--- src/rtl/change_dispenser.sv ---
// change_dispenser: pays out credit - price as a greedy sequence of 20/10/5
// coins to a hopper over a coin_valid/coin_ack handshake. It reports done,
// an error code and the unpaid remainder back to the vend FSM.
//
// Handshake: coin_valid rises with a stable coin_out code and both are held
// until the first rising edge where coin_ack=1; that edge completes the coin.
// coin_ack is ignored whenever coin_valid is low. If no ack arrives within
// ACK_TIMEOUT cycles, the request is withdrawn and the payout ends with err=10.
`timescale 1ns/1ps
module change_dispenser #(
  parameter int WIDTH       = 8,
  parameter int GAP_CYCLES  = 2,
  parameter int ACK_TIMEOUT = 16
) (
  input  logic             clk,
  input  logic             rst,
  input  logic             start,
  input  logic [WIDTH-1:0] credit,
  input  logic [WIDTH-1:0] price,
  output logic [1:0]       coin_out,
  output logic             coin_valid,
  input  logic             coin_ack,
  output logic             busy,
  output logic             done,
  output logic [1:0]       err,
  output logic [WIDTH-1:0] remaining
);

  typedef enum logic [2:0] {
    S_IDLE   = 3'd0,
    S_CHECK  = 3'd1,
    S_ISSUE  = 3'd2,
    S_GAP    = 3'd3,
    S_FINISH = 3'd4
  } state_t;

  localparam int GW = (GAP_CYCLES  > 1) ? $clog2(GAP_CYCLES  + 1) : 1;
  localparam int TW = (ACK_TIMEOUT > 1) ? $clog2(ACK_TIMEOUT + 1) : 1;

  localparam logic [WIDTH-1:0] C5  = WIDTH'(5);
  localparam logic [WIDTH-1:0] C10 = WIDTH'(10);
  localparam logic [WIDTH-1:0] C20 = WIDTH'(20);

  localparam logic [GW-1:0] GAP_LAST = GW'(GAP_CYCLES - 1);
  localparam logic [TW-1:0] TO_LAST  = TW'(ACK_TIMEOUT - 1);

  // Hopper coin codes, shared with the coin acceptor.
  localparam logic [1:0] CODE_NONE = 2'b00;
  localparam logic [1:0] CODE_5    = 2'b01;
  localparam logic [1:0] CODE_10   = 2'b10;
  localparam logic [1:0] CODE_20   = 2'b11;

  localparam logic [1:0] ERR_OK      = 2'b00;
  localparam logic [1:0] ERR_PRICE   = 2'b01;
  localparam logic [1:0] ERR_TIMEOUT = 2'b10;
  localparam logic [1:0] ERR_UNPAY   = 2'b11;

  state_t           state_q, state_d;
  logic [WIDTH-1:0] remaining_q, remaining_d;
  logic [1:0]       coin_out_q, coin_out_d;
  logic             coin_valid_q, coin_valid_d;
  logic [1:0]       err_q, err_d;
  logic [GW-1:0]    gap_cnt_q, gap_cnt_d;
  logic [TW-1:0]    to_cnt_q, to_cnt_d;

  logic [WIDTH:0]   diff;
  logic [WIDTH-1:0] coin_val;

  // Extra top bit of the subtraction is the borrow (price > credit).
  assign diff = {1'b0, credit} - {1'b0, price};

  // Value of the coin currently being requested, used on its ack.
  always_comb begin
    coin_val = '0;
    case (coin_out_q)
      CODE_20: coin_val = C20;
      CODE_10: coin_val = C10;
      CODE_5:  coin_val = C5;
      default: coin_val = '0;
    endcase
  end

  // Next-state and register-update decisions for the payout sequence.
  always_comb begin
    state_d      = state_q;
    remaining_d  = remaining_q;
    coin_out_d   = coin_out_q;
    coin_valid_d = coin_valid_q;
    err_d        = err_q;
    gap_cnt_d    = gap_cnt_q;
    to_cnt_d     = to_cnt_q;

    case (state_q)
      S_IDLE: begin
        if (start) begin
          if (diff[WIDTH]) begin
            remaining_d = credit;
            err_d       = ERR_PRICE;
            state_d     = S_FINISH;
          end else begin
            remaining_d = diff[WIDTH-1:0];
            err_d       = ERR_OK;
            state_d     = S_CHECK;
          end
        end
      end

      S_CHECK: begin
        if (remaining_q >= C5) begin
          if (remaining_q >= C20)      coin_out_d = CODE_20;
          else if (remaining_q >= C10) coin_out_d = CODE_10;
          else                         coin_out_d = CODE_5;
          coin_valid_d = 1'b1;
          to_cnt_d     = '0;
          state_d      = S_ISSUE;
        end else if (remaining_q == '0) begin
          state_d = S_FINISH;
        end else begin
          err_d   = ERR_UNPAY;
          state_d = S_FINISH;
        end
      end

      S_ISSUE: begin
        // An ack on the final allowed cycle still completes the coin.
        if (coin_ack) begin
          remaining_d  = remaining_q - coin_val;
          coin_valid_d = 1'b0;
          coin_out_d   = CODE_NONE;
          gap_cnt_d    = '0;
          state_d      = S_GAP;
        end else if (to_cnt_q == TO_LAST) begin
          coin_valid_d = 1'b0;
          coin_out_d   = CODE_NONE;
          err_d        = ERR_TIMEOUT;
          state_d      = S_FINISH;
        end else begin
          to_cnt_d = to_cnt_q + TW'(1);
        end
      end

      S_GAP: begin
        if (gap_cnt_q == GAP_LAST) begin
          state_d = S_CHECK;
        end else begin
          gap_cnt_d = gap_cnt_q + GW'(1);
        end
      end

      S_FINISH: begin
        state_d = S_IDLE;
      end

      default: begin
        state_d      = S_IDLE;
        coin_valid_d = 1'b0;
        coin_out_d   = CODE_NONE;
      end
    endcase
  end

  // State and datapath registers; reset drops any pending coin.
  always_ff @(posedge clk or posedge rst) begin
    if (rst) begin
      state_q      <= S_IDLE;
      remaining_q  <= '0;
      coin_out_q   <= CODE_NONE;
      coin_valid_q <= 1'b0;
      err_q        <= ERR_OK;
      gap_cnt_q    <= '0;
      to_cnt_q     <= '0;
    end else begin
      state_q      <= state_d;
      remaining_q  <= remaining_d;
      coin_out_q   <= coin_out_d;
      coin_valid_q <= coin_valid_d;
      err_q        <= err_d;
      gap_cnt_q    <= gap_cnt_d;
      to_cnt_q     <= to_cnt_d;
    end
  end

  assign coin_out   = coin_out_q;
  assign coin_valid = coin_valid_q;
  assign err        = err_q;
  assign remaining  = remaining_q;
  assign busy       = (state_q != S_IDLE);
  assign done       = (state_q == S_FINISH);

endmodule

--- config.mk ---
export PLATFORM = sky130hd
export DESIGN_NAME = change_dispenser
export DESIGN_NICKNAME = d
export VERILOG_FILES = /design/src/rtl/change_dispenser.sv
export SDC_FILE = /design/constraint.sdc
export NUM_CORES = 1
export LEC_CHECK = 0
export ABC_AREA = 1
export CAP_MARGIN = 20
export CORE_ASPECT_RATIO = 0.6
export CORE_UTILIZATION = 30
export DETAILED_ROUTE_END_ITERATION = 8
export SETUP_SLACK_MARGIN = 0.05
export SYNTH_ARGS = -nofsm -noshare
export SYNTH_HDL_FRONTEND = slang
export SYNTH_SLANG_ARGS = --single-unit
--- constraint.sdc ---
create_clock -name clk -period 5 [get_ports clk]
set_input_delay 0.75 -clock clk [delete_from_list [all_inputs] [get_ports clk]]
set_output_delay 0.75 -clock clk [all_outputs]
set_load 0.01 [all_outputs]
* Word level (Yosys, flattened, before mapping) *
Index checks and enable logic that the tools add are counted.

storage, ports and cells
  output and inout bits = 15
  input port bits = 20
  flip-flop bits (word level) = 23
  logic and storage cells = 85

operators by class
  bitwise logic cells = 1
  equal/unequal tests = 20
  magnitude comparators = 3
  reductions and logical operators = 14
  add/subtract/negate cells = 4
  mux-type cells = 36

operators with widths
  operator                                                                              count
  2-bit two-way mux                                                                     12
  8-bit two-way mux                                                                     3
  2-bit inequality test (second input constant)                                         10
  3-bit two-way mux                                                                     6
  8-bit one-hot mux with 2 select lines                                                 1
  5-bit two-way mux                                                                     3
  5-bit one-hot mux with 3 select lines                                                 1
  2-bit one-hot mux with 3 select lines                                                 2
  3-bit one-hot mux with 4 select lines                                                 1
  3-bit AND reduction                                                                   4
  5-bit one-hot mux with 2 select lines                                                 1
  8-bit by 8-bit subtractor with 9-bit output                                           1
  8-bit by 3-bit greater-or-equal comparator with 1-bit output (second input constant)  1
  8-bit by 4-bit greater-or-equal comparator with 1-bit output (second input constant)  1
  8-bit by 5-bit greater-or-equal comparator with 1-bit output (second input constant)  1
  8-bit logical NOT                                                                     1
  8-bit subtractor                                                                      1
  3-bit by 2-bit == test with 1-bit output (second input constant)                      2
  6-bit AND reduction                                                                   1
  2-bit nonzero test                                                                    3
  3-bit nonzero test                                                                    2
  5-bit by 1-bit adder with 5-bit output (second input constant)                        1
  5-bit by 4-bit == test with 1-bit output (second input constant)                      1
  2-bit by 1-bit == test with 1-bit output (second input constant)                      2
  12 further kinds                                                                      16

* Logic depth before layout (Yosys ltp) *
Gate-level depths: netlist (run 1).

  word-level depth = 5
  mapped depth = 14
  depth with buffers taken out = 14

* Least setup slack after synthesis (run 1) *
Ideal clock, no wire load.

  path kind = in2reg
  start = input port credit[0]
  end = register remaining_q[0] (netlist: remaining[0])
  cell stages on the path = 12
  setup slack = 2.716 ns
  required time = 4.872 ns
  path buffers = 1
  setup time = 0.128 ns
  arrival = 2.157 ns
  path through = inv_1 > ha_1 > fa_1 > inv_1 > nand2_1 > nand2_1 > nand3_2 > nand2_4 > buf_6 > o21ai_2 > o21ai_1 > o21ai_0

on the way
  longest elaborated chain between the ends = 4

ends and longest elaborated chain
  element                                      line  source
  start, declared                              18    input logic [WIDTH-1:0] credit,
  8-bit by 8-bit subtractor with 9-bit output  70    assign diff = {1'b0, credit} - {1'b0, price};
  8-bit two-way mux *                          96    if (diff[WIDTH]) begin
  8-bit two-way mux *                          95    if (start) begin
  8-bit one-hot mux with 2 select lines *      93    case (state_q)
  end signal, assigned                         174   remaining_q <= remaining_d;
  end, declared                                59    logic [WIDTH-1:0] remaining_q, remaining_d;

Every way passes the cells marked *; elsewhere a longest branch is shown, timed or not. The select of a mux whose other input is x is not followed.
A chain may end at the register's enable or synchronous reset.

* Worst setup path after layout (run 1) *
  start = input port credit[0]
  end = register remaining_q[6] (netlist: remaining[6])

on the way
  longest elaborated chain between the ends = 4

ends and longest elaborated chain
  element                                      line
  8-bit by 8-bit subtractor with 9-bit output  70
  8-bit two-way mux                            96
  8-bit two-way mux                            95
  8-bit one-hot mux with 2 select lines        93

Every way passes these cells. The select of a mux whose other input is x is not followed.

==> flow_summary.json, run 1 <==
{
  "status": "completed",
  "die_y_um": 66.7,
  "grt_max_degree": 24,
  "synth_compound_area_share_pct": 11.8,
  "worstReg2RegStart": "coin_out[0]",
  "synth-seq-cells": 23,
  "clockBufferDepth": 2,
  "die_area_sq_mm": 0.00734,
  "cts_tree": "built",
  "arrival_ns": 2.77,
  "ctsHoldBuffers": 0,
  "cts_resized": 0,
  "async_flop_share_pct": 100,
  "cp_num_buf_inv": 3,
  "hold_start": "coin_valid",
  "row_count": 23,
  "synth-adder-area-share_pct": 12.1,
  "wl_um": 5150,
  "grt_pass1_vias": 1878,
  "tns_ns": 0,
  "synthMuxAreaShare_pct": 0,
  "vias": 1991,
  "synth_top_family_by_area": "simple AND/OR/NAND/NOR gates",
  "fin_skew_ns": 0.00309,
  "tightest_slew_ns": 0.900,
  "maxSlewViolCount": 0,
  "crit_family": "simple AND/OR/NAND/NOR gates",
  "synth-xor-area-share_pct": 2.51,
  "fin_crit_sh_pct": 52.3,
  "crit_start": "credit[0]",
  "antenna_found_initial": 0,
  "ant_nets": 0,
  "drive_above_1_share_pct": 6.40,
  "first_iter_violations": 102,
  "final_cell_mix": "nand2_1 (86), inv_1 (55), clkdlybuf4s50_1 (34)",
  "endpoint_kind": "register",
  "crit_required_ns": 5.15,
  "diodes": 0,
  "wire_per_inst_um": 12.0,
  "syn_area_sq_mm": 0.00210,
  "first_pass_iters": 4,
  "portBuffers": 34,
  "grt_setup_unrepaired": "false",
  "syn_area_per_cell_sq_um": 6.80,
  "finalHoldViolCount": 0,
  "crit_path_start_kind": "input port",
  "synth_cell_type_count": 37,
  "netlist_instances": 308,
  "place_congestion": 0.830,
  "fmax_mhz": 382,
  "crit_fanout": 15,
  "slowest_stage": "clkdlybuf4s50_1",
  "synth.yosys.warnings": 0,
  "critical_path_class": "input port to register",
  "place_ws_ns": 2.12,
  "crit_top_cell": "nand2_1",
  "grt_pass1_wl_um": 8960,
  "hpwl_um": 4330,
  "clkLatencyLatePin_ns": 0.26,
  "synth-edff-count": 0,
  "htreeDepth": 1,
  "leakage_nw": 1.32,
  "clk_pin_slew_ns": 0.06,
  "layout_setup_ws_ns": 2.38,
  "syn_nets": 347,
  "crit_path_cell_trace": "clkdlybuf4s50_1 > inv_1 > ha_1 > fa_1 > inv_1 > nand2_1 > nand2_1 > nand3_2 > nand2_4 > nand3_1 > nand2_1 > nand2_1 > nand2_1 > nand2_1",
  "clock_tree.root_cell": "clkbuf_16",
  "nets": 384,
  "relSlewSlack_pct": 39.9,
  "core_area_sq_mm": 0.00671,
  "ys_seq_area_share_pct": 27.5,
  "drcViolationCount": 0,
  "synth_simple_gate_area_share_pct": 35.0,
  "slowest_delay_ns": 0.45,
  "initial_core_util_pct": 31.3,
  "ios": 35,
  "min_path_type": "register to register",
  "syn_to_final_growth_pct": 24.4,
  "clock_sinks": 23,
  "grt_use_total_pct": 16.1,
  "cts_setup_buffers": 0,
  "overflow": 0,
  "final_common_cell": "nand2_1",
  "ir_drop_uv": 251,
  "synth_flop_cell": "dfrtp_1",
  "power_density_mw_per_mm2": 541,
  "numCtsBuffers": 3,
  "viasPerCell": 4.62,
  "drv_cap": 0,
  "final-setup-viol-count": 0,
  "die_x_um": 110,
  "min_period_ns": 2.62
}
[final timing paths]
kind                           endpoint  slack (ns)  cells past startpoint
max                        remaining[6]        2.38                     14
min                          coin_valid        0.48                      2
max reg2reg                remaining[6]        2.97                     14
min reg2reg                  coin_valid        0.48                      2
max in group asynchronous   coin_out[1]        3.46                      2
min in group asynchronous   to_cnt_q[0]        0.98                      2
[cell usage after synthesis (2+ instances only)]
cell type   n  area [sq um]
a21oi_1    16          80.1
a21oi_2     2          17.5
dfrtp_1    23           576
fa_1        2          40.0
ha_1       17           213
inv_1      55           206
nand2_1    86           323
nand3_1    27           135
nand3b_1    4          30.0
nand4_1     4          25.0
nor2_1     25          93.8
nor2_4      2          22.5
nor3_1      2          10.0
o21a_1      2          15.0
o21ai_0    11          55.1
o21ai_1     2          10.0
o22ai_1     2          12.5
or2_2       2          12.5
or2_4       2          17.5
xnor2_1     4          35.0
xor2_1      2          17.5
[layer usage]
| metal | share of wire [%] | vias up | global-route usage (%) |
|---|---|---|---|
| met3 | 5.3 | 2 | 3.13 |
| met5 | 0 | - | 0 |
| li1 | - | 1055 | - |
| met1 | 58 | 891 | 25.3 |
| met4 | 0.37 | 0 | 2.00 |
| met2 | 37 | 43 | 22.5 |
[tightest hold or removal path, stage by stage, from the launching register on]
cell and delay, ns:
dfrtp_1 0.35, nand2_1 0.05, nand2_1 0.04
[layout make-up]
cell class	count	area, sq um
Fill cell	733	4100
Inverter	57	216
Clock buffer	3	75.1
Multi-Input combinational cell	226	1280
Tap cell	87	109
Sequential cell	23	576
Timing Repair Buffer	34	340
Clock inverter	1	5.00
[power breakdown]
part | switching [mW] | internal (mW)
clock network | 0.0689 | 0.108
logic | 0.508 | 0.373
registers | 0.0894 | 0.264
[registers in the layout, indices dropped and copies added, names as in the netlist]
signal,count
to_cnt_q,5
remaining,8
coin_out,2
coin_valid,1
err,2
state_q,3
gap_cnt_q,2
[kinds of logic after synthesis]
| logic type | after synthesis |
|---|---|
| buffers and inverters | 59 |
| AO/OA/AOI/OAI | 40 |
| AND/OR/NAND/NOR | 161 |
| flip-flops | 23 |
| adder cells (fa/ha/maj) | 19 |
| XOR/XNOR | 6 |
[per-stage QoR]
step | std cells | cell area, sq um | power (mW) | hold WS (ns) | utilization (%)
global route | 431 | 2610 | 1.56 | 0.511 | 38.9
CTS | 431 | 2610 | 1.41 | 0.478 | 38.9
detailed placement | 427 | 2530 | 1.23 | 0.462 | 37.7
floorplan | 308 | 2100 | 0.946 | 0.467 | -
global placement | 427 | 2530 | 1.22 | 0.469 | 37.7
finish | 431 | 2610 | 1.41 | 0.476 | 38.9
No activity file was read; power rests on OpenSTA's default activity.
==> run 2, diff against run 1 <==
==> constraint.sdc (replaced) <==
create_clock -name clk -period 2.4 [get_ports clk]
set_input_delay 0.36 -clock clk [delete_from_list [all_inputs] [get_ports clk]]
set_output_delay 0.36 -clock clk [all_outputs]
set_load 0.01 [all_outputs]
==> run 2 against run 1 <==
  * Final cell count rose by 1.6%
  * First-iteration DRC count increased by 16%
  * Global-route usage hardly changed
  * Combinational power rose by 110%
  * Clock-buffer cell count increased by 1
  * Largest cell class unchanged
==> flow_summary.json, run 2 (synthesized netlist as in run 1, its figures left out) <==
{
  "grt_setup_unrepaired": "false",
  "wl_um": 5230,
  "die_y_um": 66.7,
  "numCtsBuffers": 3,
  "die_area_sq_mm": 0.00734,
  "cts_resized": 0,
  "drcViolationCount": 0,
  "relSlewSlack_pct": 74.9,
  "clock_tree.root_cell": "clkbuf_16",
  "cp_num_buf_inv": 3,
  "first_iter_violations": 118,
  "row_count": 23,
  "min_period_ns": 2.14,
  "ctsHoldBuffers": 0,
  "crit_required_ns": 2.53,
  "htreeDepth": 1,
  "ant_nets": 0,
  "place_congestion": 0.814,
  "clockBufferDepth": 2,
  "clk_pin_slew_ns": 0.06,
  "finalHoldViolCount": 0,
  "clock_sinks": 23,
  "final-setup-viol-count": 0,
  "antenna_found_initial": 0,
  "final_common_cell": "nand2_1",
  "crit_fanout": 15,
  "tightest_slew_ns": 0.375,
  "syn_to_final_growth_pct": 26.8,
  "grt_max_degree": 24,
  "grt_pass1_vias": 1893,
  "hpwl_um": 4390,
  "maxSlewViolCount": 0,
  "fin_skew_ns": 0.00138,
  "cts_setup_buffers": 0,
  "leakage_nw": 1.36,
  "endpoint_kind": "register",
  "arrival_ns": 2.28,
  "placedCellCount": 434,
  "slowest_delay_ns": 0.45,
  "fmax_mhz": 466,
  "crit_path_cell_trace": "clkdlybuf4s50_1 > inv_1 > ha_1 > fa_1 > inv_1 > nand2_1 > nand2_1 > nand3_2 > nand2_4 > a21oi_2 > o21ai_1 > a21oi_1",
  "grt_use_total_pct": 16.0,
  "viasPerCell": 4.58,
  "die_x_um": 110,
  "nets": 391,
  "portBuffers": 34,
  "slowest_stage": "clkdlybuf4s50_1",
  "nFillCells": 727,
  "clkLatencyLatePin_ns": 0.25,
  "initial_core_util_pct": 31.3,
  "final_cell_mix": "nand2_1 (86), inv_1 (55), clkdlybuf4s50_1 (34)",
  "cts_tree": "built",
  "grt_pass1_wl_um": 9060,
  "critical_path_class": "input port to register",
  "ios": 35,
  "power_density_mw_per_mm2": 1120,
  "diodes": 0,
  "largest_reg_flops": 8,
  "tns_ns": 0,
  "instances_no_fill": 438,
  "overflow": 0,
  "wire_per_inst_um": 11.9,
  "crit_family": "adder cells",
  "crit_path_start_kind": "input port",
  "fin_crit_sh_pct": 89.4,
  "core_area_sq_mm": 0.00671,
  "drv_cap": 0,
  "ir_drop_uv": 540,
  "drive_above_1_share_pct": 7.98,
  "vias": 2006,
  "status": "completed",
  "first_pass_iters": 4,
  "min_path_type": "input port to asynchronous set/reset pin"
}
==> run 2: cell types whose count changed in the layout (fill, tap and decap cells not counted) <==
| cell | previous run | this run |
|---|---|---|
| clkinv_2 | 1 | 0 |
| buf_4 | 0 | 7 |
| clkbuf_1 | 0 | 1 |
==> run 2: layer usage <==
layer  track usage [%]  share of wire [%]  up-vias
met5                 0                  0        -
met4              1.00               0.29        0
met3              3.42                5.6        2
met2              21.7                 37       39
met1              26.0                 58      895
li1                  -                  -     1070
==> run 2: cell type report <==
type / instances / area [sq um] / area share, %
Tap cell: 87 / 109 / 4.10
Timing Repair Buffer: 41 / 393 / 14.8
Inverter: 57 / 216 / 8.15
Clock buffer: 4 / 78.8 / 2.97
Sequential cell: 23 / 576 / 21.7
Multi-Input combinational cell: 226 / 1280 / 48.4
==> run 2: per-stage QoR <==
step / util, % / setup WS (ns) / hold WS [ns] / area, sq um / total power, mW
floorplan: - / 0.506 / 0.362 / 2100 / 1.97
detailed placement: 38.5 / -0.000197 / 0.472 / 2580 / 2.60
finish: 39.6 / 0.255 / 0.451 / 2660 / 2.97
global placement: 38.5 / 0.0150 / 0.471 / 2580 / 2.56
CTS: 39.6 / 0.268 / 0.466 / 2660 / 2.98
global route: 39.6 / 0.0956 / 0.504 / 2660 / 3.29
==> run 2: where the power goes <==
part	switching (mW)	internal [mW]
clock	0.135	0.227
sequential	0.186	0.550
combinational	1.07	0.797
==> run 2: worst paths after layout <==
kind                             start           end  slack, ns  cells after the start
min                                rst   to_cnt_q[2]       0.45                      3
min in group clk            coin_valid    coin_valid       0.48                      2
min reg2reg                 coin_valid    coin_valid       0.48                      2
max                          credit[0]  remaining[2]       0.26                     12
max in group asynchronous          rst  remaining[2]       1.70                      3
max reg2reg                coin_out[0]  remaining[4]       0.43                     11
==> run 2: worst min-delay path, cell delays in order <==
cell	delay (ns)
clkdlybuf4s50_1	0.39
inv_1	0.05
buf_4	0.30
